===== src/rtl/cpu_io_pkg.sv =====
`default_nettype none
// ============================================================================
// Module      : cpu_io_pkg
// Description : Shared definitions for the memory-mapped UART transmitter:
//               FSM state encoding, register offsets, status bit positions.
// Revision    : 1.0 - initial release
// ============================================================================
package cpu_io_pkg;

    // Transmitter FSM states
    typedef enum logic [1:0] {
        ST_IDLE  = 2'd0,
        ST_START = 2'd1,
        ST_DATA  = 2'd2,
        ST_STOP  = 2'd3
    } tx_state_t;

    // Register offsets relative to the block base address
    localparam logic [7:0] DATA_OFS = 8'd0;
    localparam logic [7:0] STAT_OFS = 8'd1;

    // Status byte bit positions
    localparam int ST_FULL    = 0;
    localparam int ST_EMPTY   = 1;
    localparam int ST_BUSY    = 2;
    localparam int ST_OVR     = 3;
    localparam int ST_CNT_LSB = 4;

    // The status count field is only 4 bits wide; a 16-deep FIFO reports 15
    function automatic logic [3:0] sat_count(input logic [4:0] cnt);
        return (cnt > 5'd15) ? 4'hF : cnt[3:0];
    endfunction

endpackage
`default_nettype wire


===== src/rtl/sync_fifo_8.sv =====
`default_nettype none
// ============================================================================
// Module      : sync_fifo_8
// Description : 8-bit synchronous FIFO, power-of-two depth, combinational
//               head read, simultaneous push/pop allowed even when full.
// Revision    : 1.0 - initial release
// ============================================================================
module sync_fifo_8 #(
    parameter int DEPTH = 4,
    parameter int CW    = $clog2(DEPTH) + 1
) (
    input  logic          clk,
    input  logic          rst_n,
    input  logic          i_push,
    input  logic          i_pop,
    input  logic [7:0]    i_wdata,
    output logic [7:0]    o_rdata,
    output logic          o_full,
    output logic          o_empty,
    output logic [CW-1:0] o_count
);

    localparam int AW = $clog2(DEPTH);

    logic [7:0]    r_mem [DEPTH];
    logic [AW-1:0] r_wr_ptr;
    logic [AW-1:0] r_rd_ptr;
    logic [CW-1:0] r_count;

    logic w_do_push;
    logic w_do_pop;

    assign o_full    = (r_count == CW'(DEPTH));
    assign o_empty   = (r_count == '0);
    assign o_count   = r_count;
    assign o_rdata   = r_mem[r_rd_ptr];
    // A pop at the same edge frees the slot being written when full
    assign w_do_pop  = i_pop && !o_empty;
    assign w_do_push = i_push && (!o_full || w_do_pop);

    // Storage array, written at the tail; needs no reset
    always_ff @(posedge clk) begin
        if (w_do_push) begin
            r_mem[r_wr_ptr] <= i_wdata;
        end
    end

    // Pointers wrap naturally at the power-of-two depth; count tracks occupancy
    always_ff @(posedge clk or negedge rst_n) begin
        if (!rst_n) begin
            r_wr_ptr <= '0;
            r_rd_ptr <= '0;
            r_count  <= '0;
        end else begin
            if (w_do_push) r_wr_ptr <= r_wr_ptr + AW'(1);
            if (w_do_pop)  r_rd_ptr <= r_rd_ptr + AW'(1);
            case ({w_do_push, w_do_pop})
                2'b10:   r_count <= r_count + CW'(1);
                2'b01:   r_count <= r_count - CW'(1);
                default: r_count <= r_count;
            endcase
        end
    end

endmodule
`default_nettype wire


===== src/rtl/uart_tx_port.sv =====
`default_nettype none
// ============================================================================
// Module      : uart_tx_port
// Description : Memory-mapped 8N1 UART transmitter on the CPU data/IO bus.
//               Data register queues bytes; status register reports state.
// Revision    : 1.0 - initial release
// ============================================================================
module uart_tx_port
    import cpu_io_pkg::*;
#(
    parameter logic [7:0] BASE_ADDR    = 8'hF8,
    parameter int         CLKS_PER_BIT = 16,
    parameter int         FIFO_DEPTH   = 4
) (
    input  logic       Clock,
    input  logic       Reset,
    input  logic [7:0] addr,
    input  logic       RE,
    input  logic       WE,
    input  logic [7:0] Din,
    output logic [7:0] Dout,
    output logic       hit,
    output logic       txd
);

    localparam int         CW          = $clog2(FIFO_DEPTH) + 1;
    localparam logic [7:0] c_BAUD_MAX  = 8'(CLKS_PER_BIT - 1);
    localparam logic [7:0] c_DATA_ADDR = BASE_ADDR + DATA_OFS;
    localparam logic [7:0] c_STAT_ADDR = BASE_ADDR + STAT_OFS;

    tx_state_t     r_state, w_state_nxt;
    logic [7:0]    r_baud,  w_baud_nxt;
    logic [2:0]    r_bit,   w_bit_nxt;
    logic [7:0]    r_shift, w_shift_nxt;
    logic          r_txd,   w_txd_nxt;
    logic          r_ovr;

    logic          w_sel_data, w_sel_stat;
    logic          w_wr_data, w_rd_stat;
    logic          w_push, w_pop, w_drop;
    logic          w_full, w_empty;
    logic [CW-1:0] w_count;
    logic [7:0]    w_head;
    logic [7:0]    w_status;

    // Bus decode
    assign w_sel_data = (addr == c_DATA_ADDR);
    assign w_sel_stat = (addr == c_STAT_ADDR);
    assign hit        = (w_sel_data || w_sel_stat) && (RE || WE);
    assign w_wr_data  = WE && w_sel_data;
    assign w_rd_stat  = RE && w_sel_stat;
    assign w_push     = w_wr_data && (!w_full || w_pop);
    assign w_drop     = w_wr_data && !w_push;
    assign txd        = r_txd;

    sync_fifo_8 #(
        .DEPTH (FIFO_DEPTH),
        .CW    (CW)
    ) u_fifo (
        .clk     (Clock),
        .rst_n   (Reset),
        .i_push  (w_push),
        .i_pop   (w_pop),
        .i_wdata (Din),
        .o_rdata (w_head),
        .o_full  (w_full),
        .o_empty (w_empty),
        .o_count (w_count)
    );

    // Status byte assembly and load-data mux; data register reads as zero
    always_comb begin
        w_status                    = 8'h00;
        w_status[ST_FULL]           = w_full;
        w_status[ST_EMPTY]          = w_empty;
        w_status[ST_BUSY]           = (r_state != ST_IDLE);
        w_status[ST_OVR]            = r_ovr;
        w_status[ST_CNT_LSB +: 4]   = sat_count(5'(w_count));
        Dout                        = w_rd_stat ? w_status : 8'h00;
    end

    // Sticky overrun: a dropped write wins over a clearing status read
    always_ff @(posedge Clock or negedge Reset) begin
        if (!Reset) begin
            r_ovr <= 1'b0;
        end else if (w_drop) begin
            r_ovr <= 1'b1;
        end else if (w_rd_stat) begin
            r_ovr <= 1'b0;
        end
    end

    // Transmitter state register
    always_ff @(posedge Clock or negedge Reset) begin
        if (!Reset) begin
            r_state <= ST_IDLE;
            r_baud  <= 8'd0;
            r_bit   <= 3'd0;
            r_shift <= 8'd0;
            r_txd   <= 1'b1;
        end else begin
            r_state <= w_state_nxt;
            r_baud  <= w_baud_nxt;
            r_bit   <= w_bit_nxt;
            r_shift <= w_shift_nxt;
            r_txd   <= w_txd_nxt;
        end
    end

    // Transmitter next-state: start/data/stop bit timing and FIFO pops
    always_comb begin
        w_state_nxt = r_state;
        w_baud_nxt  = r_baud + 8'd1;
        w_bit_nxt   = r_bit;
        w_shift_nxt = r_shift;
        w_txd_nxt   = r_txd;
        w_pop       = 1'b0;
        case (r_state)
            ST_IDLE: begin
                w_baud_nxt = 8'd0;
                if (!w_empty) begin
                    w_pop       = 1'b1;
                    w_shift_nxt = w_head;
                    w_state_nxt = ST_START;
                    w_txd_nxt   = 1'b0;
                end
            end
            ST_START: begin
                if (r_baud == c_BAUD_MAX) begin
                    w_baud_nxt  = 8'd0;
                    w_bit_nxt   = 3'd0;
                    w_txd_nxt   = r_shift[0];
                    w_state_nxt = ST_DATA;
                end
            end
            ST_DATA: begin
                if (r_baud == c_BAUD_MAX) begin
                    w_baud_nxt = 8'd0;
                    if (r_bit == 3'd7) begin
                        w_txd_nxt   = 1'b1;
                        w_state_nxt = ST_STOP;
                    end else begin
                        w_shift_nxt = {1'b0, r_shift[7:1]};
                        w_txd_nxt   = r_shift[1];
                        w_bit_nxt   = r_bit + 3'd1;
                    end
                end
            end
            ST_STOP: begin
                if (r_baud == c_BAUD_MAX) begin
                    w_baud_nxt = 8'd0;
                    if (!w_empty) begin
                        // Back-to-back: next start bit follows with no idle gap
                        w_pop       = 1'b1;
                        w_shift_nxt = w_head;
                        w_state_nxt = ST_START;
                        w_txd_nxt   = 1'b0;
                    end else begin
                        w_state_nxt = ST_IDLE;
                    end
                end
            end
            default: begin
                w_state_nxt = ST_IDLE;
                w_baud_nxt  = 8'd0;
                w_txd_nxt   = 1'b1;
            end
        endcase
    end

endmodule
`default_nettype wire


===== config.mk =====
export PLATFORM = sky130hd
export DESIGN_NAME = uart_tx_port
export DESIGN_NICKNAME = d
export VERILOG_FILES = /design/src/rtl/cpu_io_pkg.sv /design/src/rtl/sync_fifo_8.sv /design/src/rtl/uart_tx_port.sv
export SDC_FILE = /design/constraint.sdc
export NUM_CORES = 1
export LEC_CHECK = 0
export ABC_AREA = 1
export BUFFER_PORTS_ARGS = -buffer_cell sky130_fd_sc_hd__buf_4
export CORE_MARGIN = 2
export CORE_UTILIZATION = 55
export DETAILED_ROUTE_END_ITERATION = 12
export GPL_TIMING_DRIVEN = 0
export PLACE_DENSITY = 0.84
export SLEW_MARGIN = 20
export SYNTH_ARGS = -nofsm -noshare
export SYNTH_HDL_FRONTEND = slang
export SYNTH_HIERARCHICAL = 1
export SYNTH_SLANG_ARGS = --single-unit

===== constraint.sdc =====
create_clock -name Clock -period 3.4 [get_ports Clock]
set_input_delay 0.17 -clock Clock [delete_from_list [all_inputs] [get_ports Clock]]
set_output_delay 0.17 -clock Clock [all_outputs]
set_load 0.01 [all_outputs]

Word level (Yosys, flattened, before mapping). Memory sizes are Yosys's and may differ from the RTL's. Cells that the tools add are included.

Bits in registers: 30. Memory bits (writable): 32. Output and inout bits: 10. Word-level logic and storage cells: 91. Memories kept: 1.

Add/sub/neg operators: 6. Equal/unequal tests: 16. Muxes and demuxes: 33. Reduce and logical (&&, ||, !) cells: 26.

Memory list: u_fifo.r_mem (words 4, width 8, read ports 1, clocked after Yosys merged registers in 0, wr ports 1, RTL line sync_fifo_8.sv:25) `logic [7:0] r_mem [DEPTH];`.

Operator list (count): 8-bit two-way mux (5); 8-bit case mux with 3 select lines (1); 8-bit equality test, second input constant (2); 8-bit case mux with 2 select lines (1); 1-bit two-way mux (12); 2-bit != test, second input constant (6); 3-bit case mux with 2 select lines (2); 2-bit two-way mux (5); 3-bit two-way mux (3); 8-bit by 1-bit adder with 8-bit output, second input constant (1); 8-bit by 4-bit equality test with 1-bit output, second input constant (1); 2-bit case mux with 4 select lines (1); 4-bit AND reduction (2); 2-bit nonzero test (4); 1-bit logical AND (7); 7-bit two-way mux (1); 3-bit by 1-bit adder with 3-bit output, second input constant (2); 2-bit equality test, second input constant (3); 3-bit equality test, second input constant (2); 5-bit AND reduction (1); 2-bit by 1-bit adder with 2-bit output, second input constant (2); 2-bit by 1-bit equality test with 1-bit output, second input constant (2); 1-bit logical OR (4); 1-bit case mux with 4 select lines (1); other kinds (8) (10).

Depth between registers and ports, before layout.
Word-level depth: 9. Gate-level depth with buffers: 19. Gate-level depth less buffers: 19.

By module. The synthesis kept the hierarchy.

By module, submodules not included: sync_fifo_8 (times used 1, cells each 148, area an instance 1715.4 sq um, seq. area each 1136.1 sq um); uart_tx_port (times used 1, cells each 182, area an instance 1410.1 sq um, seq. area each 576.8 sq um).

Least setup slack after synthesis. Ideal clock, no wire load.

Path kind: register -> register. From: register r_state[0]. To: register u_fifo.r_count[1], in the netlist u_fifo/o_count[1]. Library setup time: 83 ps. Arrival time: 2416 ps. Setup slack: 902 ps. Cell stages (with the launch flop): 13. Clock period less this slack: 2498 ps. Cells stage by stage: dfrtp_1 inv_1 ha_1 clkbuf_1 nand2_1 nand2_1 nand2_1 a21boi_0 nand2_4 ha_1 inv_1 fa_1 o21ai_0.

Word-level cells in the longest chain between the ends: 7.

RTL lines: start: declaration (RTL line uart_tx_port.sv:31) `tx_state_t r_state, w_state_nxt;`; start signal: assignment (RTL line uart_tx_port.sv:102) `r_state <= w_state_nxt;`; 2-bit equality test or 2-bit logical NOT (tied branches) (RTL line uart_tx_port.sv:118) `case (r_state)`; 1-bit case mux with 2 select lines (*) (RTL line uart_tx_port.sv:118); 1-bit logical OR (*) (RTL line uart_tx_port.sv:52) `assign w_push = w_wr_data && (!w_full || w_pop);`; 1-bit logical AND (*) (RTL line uart_tx_port.sv:52); named net w_push (RTL line uart_tx_port.sv:40) `logic w_push, w_pop, w_drop;`; 1-bit logical AND (*) (RTL line sync_fifo_8.sv:39) `assign w_do_push = i_push && (!o_full || w_do_pop);`; 2-bit by 1-bit equality test with 1-bit output or 2-bit equality test (tied branches) (RTL line sync_fifo_8.sv:57) `case ({w_do_push, w_do_pop})`; 3-bit case mux with 2 select lines or 2-bit nonzero test (tied branches); end signal: assignment (RTL line sync_fifo_8.sv:58) `2'b10: r_count <= r_count + CW'(1);`; end signal: assignment (RTL line sync_fifo_8.sv:59) `2'b01: r_count <= r_count - CW'(1);`; end signal: assignment (RTL line sync_fifo_8.sv:60) `default: r_count <= r_count;`; end: declaration (RTL line sync_fifo_8.sv:28) `logic [CW-1:0] r_count;`.

The timed path passes the listed nets; every way through them passes the cells marked *. A chain may end at the register's enable or synchronous reset.

Final worst setup path.
From: register r_state[0]. To: memory u_fifo.r_mem[3][2], enable pin.

Word-level cells in the longest chain between the ends: 7.

RTL lines: 2-bit equality test or 2-bit logical NOT (tied branches) (RTL line uart_tx_port.sv:118); 1-bit case mux with 2 select lines (*) (RTL line uart_tx_port.sv:118); 1-bit logical OR (*) (RTL line uart_tx_port.sv:52); 1-bit logical AND (*) (RTL line uart_tx_port.sv:52); named net w_push (RTL line uart_tx_port.sv:40); 1-bit logical AND (*) (RTL line sync_fifo_8.sv:39); 1-bit two-way mux (*) (RTL line sync_fifo_8.sv:43) `if (w_do_push) begin`; 1-bit two-way mux (implied by the code) (*) (RTL line sync_fifo_8.sv:44) `r_mem[r_wr_ptr] <= i_wdata;`; end: declaration (RTL line sync_fifo_8.sv:25).

Marks and branches as above.

==> flow_metrics.env <==
export IMPL_maxCapViolCount=0
export IMPL_initial_core_util_pct=56.8
export IMPL_numCtsBuffers=9
export IMPL_p_per_area_nw_per_um2=653
export IMPL_dieArea_sq_um=6300
export IMPL_netlist_top_cells_area="edfxtp_1, dfrtp_1, nand2_1, nor2_1, ha_1"
export IMPL_grt_pass1_wl_um=9780
export IMPL_setup_violations=0
export IMPL_worst_pin_slew_ns=0.767
export IMPL_place_congestion=0.795
export IMPL_internal_power_mw=1.45
export IMPL_p_switching_uw=907
export IMPL_dieHeight_um=79.4
export IMPL_fin_crit_ns=2.94
export IMPL_grt_max_degree=31
export IMPL_cts_sinks=62
export IMPL_layout_nets=404
export IMPL_vdd_ir_drop_max_mv=0.352
export IMPL_ys_seq_area_share_pct=54.8
export IMPL_multi_input_area_sq_um=1190
export IMPL_via_per_inst=5.18
export IMPL_slowest_stage="nor2_1"
export IMPL_clockPowerShare_pct=25.1
export IMPL_min_path_type="in2reg"
export IMPL_post_synth_cell_area_avg_sq_um=9.47
export IMPL_grt_usage_pct=20.7
export IMPL_finalMaxSlewViolations=0
export IMPL_diodes=0
export IMPL_synth_edf_count=32
export IMPL_synth_cells=330
export IMPL_numPortBuffers=28
export IMPL_critPathMaxFanout=9
export IMPL_die_w_um=79.4
export IMPL_arrival_ns=2.92
export IMPL_cts_clk_slew_worst_paths_ns=0.07
export IMPL_layout_common_cells="nand2_1, nor2_1, inv_1, edfxtp_1"
export IMPL_grt_ovfl_total=0
export IMPL_relSlewSlack_pct=48.7
export IMPL_mostFrequentLayoutCell="nand2_1"
export IMPL_hold_viol=0
export IMPL_synth_ff_type="edfxtp_1"
export IMPL_setup_slack_ns=0.462
export IMPL_cts_tree="yes"
export IMPL_wl_um=5870
export IMPL_max_freq_mhz=340
export IMPL_drt_iter0_markers=153
export IMPL_ctsHoldBuffers=1
export IMPL_synth_top_area_cell="edfxtp_1"
export IMPL_syn_nets=364
export IMPL_finClkSkew_ns=0.00463
export IMPL_cts_max_path_buffers=2
export IMPL_synthArstFlopShare_pct=48.4
export IMPL_p_leak_nw=1.63
export IMPL_vias=2314
export IMPL_core_area_sq_um=5510
export IMPL_wl_per_cell_um=13.1
export IMPL_crit_top_cell="nand2_1"
export IMPL_slowest_delay_ns=0.62
export IMPL_area_delta_synth_final_pct=15.7
export IMPL_synth_seq_cells=62
export IMPL_grt_pass1_vias=2174
export IMPL_switching_share_pct=38.4
export IMPL_fillers=425
export IMPL_antenna_left=0
export IMPL_antenna_found_initial=0
export IMPL_status="completed"
export IMPL_p_seq_share_pct=40.9
export IMPL_top_level_ports=30
export IMPL_design_area_sq_um=3610
export IMPL_syn_area_sq_um=3130
export IMPL_drtPass1Iterations=7
export IMPL_register_area_sq_um=1710
export IMPL_postCtsSetupBuffers=0
export IMPL_pre_cts_ws_ns=0.529
export IMPL_crit_path_start_kind="register"
export IMPL_clk_insertion_delay_late_ns=0.35
export IMPL_cts_max_level=3
export IMPL_yosys_warnings=6
export IMPL_power_frac_comb_pct=34.0
export IMPL_dp_hpwl_um=3840
export IMPL_required_ns=3.38
export IMPL_synth_top_area_share_pct=30.7
export IMPL_drc=0
export IMPL_core_rowCount=27
export IMPL_min_period_over_period_pct=86.4
export IMPL_synth_distinct_cells=40
export IMPL_drive_gt1_share_pct=18.4
export IMPL_cts_root_buf="clkbuf_8"
export IMPL_path_cells="inv_1, ha_1, clkbuf_1, nand2_1, nand2_1, nand2_1, a21boi_0, nand2_4, nor2_1"
export IMPL_cp_end_kind="register"
export IMPL_tns_ns=0
export IMPL_place_area_sq_um=3430
export IMPL_post_cts_resized=0
export IMPL_crit_type="reg2reg"
export IMPL_rsz0062_at_grt="false"
[registers in the layout, indices dropped and copies added (netlist names)]
name	cells
u_fifo/r_wr_ptr	2
u_fifo/r_rd_ptr	2
r_bit	3
r_state	2
u_fifo/r_mem	32
r_baud	8
u_fifo/o_count	3
r_ovr	1
r_shift	8
txd	1
[layout make-up]
| cell class | count | area share [%] |
|---|---|---|
| Sequential cell | 62 | 47.4 |
| Timing Repair Buffer | 29 | 6.09 |
| Clock inverter | 7 | 1.52 |
| Clock buffer | 9 | 3.43 |
| Inverter | 36 | 3.95 |
| Tap cell | 72 | 2.49 |
| Buffer | 7 | 2.08 |
| Multi-Input combinational cell | 225 | 33.1 |
[final timing paths]
| check | startpoint | end | slack, ns | cells past startpoint |
|---|---|---|---|---|
| worst min register to register | txd | txd | 0.47 | 2 |
| min in group asynchronous | Reset | r_baud[2] | 0.28 | 2 |
| worst max register to register | r_state[0] | u_fifo/r_mem[3][2] | 0.46 | 9 |
| max in group asynchronous | Reset | txd | 2.80 | 2 |
| worst min-delay path | Din[6] | u_fifo/r_mem[1][6] | 0.01 | 1 |
| worst max-delay path | r_state[0] | u_fifo/r_mem[3][2] | 0.46 | 9 |
[cells by family (layout without fill, tap and decap cells)]
logic type                 Yosys count  count (layout)  share of synthesized area [%]
and+or+nand+nor                    165             165                           23.3
DFF                                 62              62                           54.8
buffers and inverters               43              88                           6.97
AOI/OAI and AO/OA                   40              40                           7.53
adders and majority gates           14              14                           5.84
xor gates and xnor gates             4               4                           1.12
other                                1               1                          0.120
muxes                                1               1                          0.320
[cells in the mapped netlist (2+ instances only)]
library cell / count
a21oi_1: 2
buf_6: 3
buf_8: 2
dfrtp_1: 29
edfxtp_1: 32
ha_1: 13
inv_1: 32
inv_2: 3
nand2_1: 77
nand2_2: 2
nand2_4: 3
nand3_1: 17
nand4_1: 5
nor2_1: 52
o21ai_0: 12
o21ai_1: 18
o21ai_2: 3
xnor2_1: 2
xor2_1: 2
[through the flow]
step | cells | hold WS [ns] | power, mW | utilization (%)
after floorplan | 330 | -0.126 | 1.58 | -
after global placement | 430 | 0.123 | 1.74 | 62.2
after detailed placement | 430 | 0.117 | 1.77 | 62.2
after CTS | 447 | 0.00555 | 2.37 | 65.6
after global routing | 447 | 0.00208 | 2.52 | 65.6
final | 447 | 0.0144 | 2.36 | 65.6
[critical path, delay by kind of cell (launching register included)]
family	cells	cell delay, ns
fa+ha+maj	1	0.15
simple gates	5	1.03
buf+inv	2	0.44
flops	1	0.45
compound gates	1	0.50
[power by group through the flow]
stage / logic [mW] / clock network [mW] / registers (mW)
after CTS: 0.805 / 0.603 / 0.964
after global placement: 0.766 / 0 / 0.975
final: 0.802 / 0.594 / 0.966
after floorplan: 0.618 / 0 / 0.965
after global routing: 0.905 / 0.633 / 0.980
after detailed placement: 0.790 / 0 / 0.978
[per-layer routing]
layer | GRT usage, % | up-vias | part of all wire [%]
li1 | - | 1154 | -
met1 | 24.5 | 1093 | 43
met2 | 35.3 | 58 | 51
met3 | 4.98 | 9 | 5.0
met4 | 10.3 | 0 | 1.7
met5 | 0 | - | 0
(Power assumes the default switching activity.)
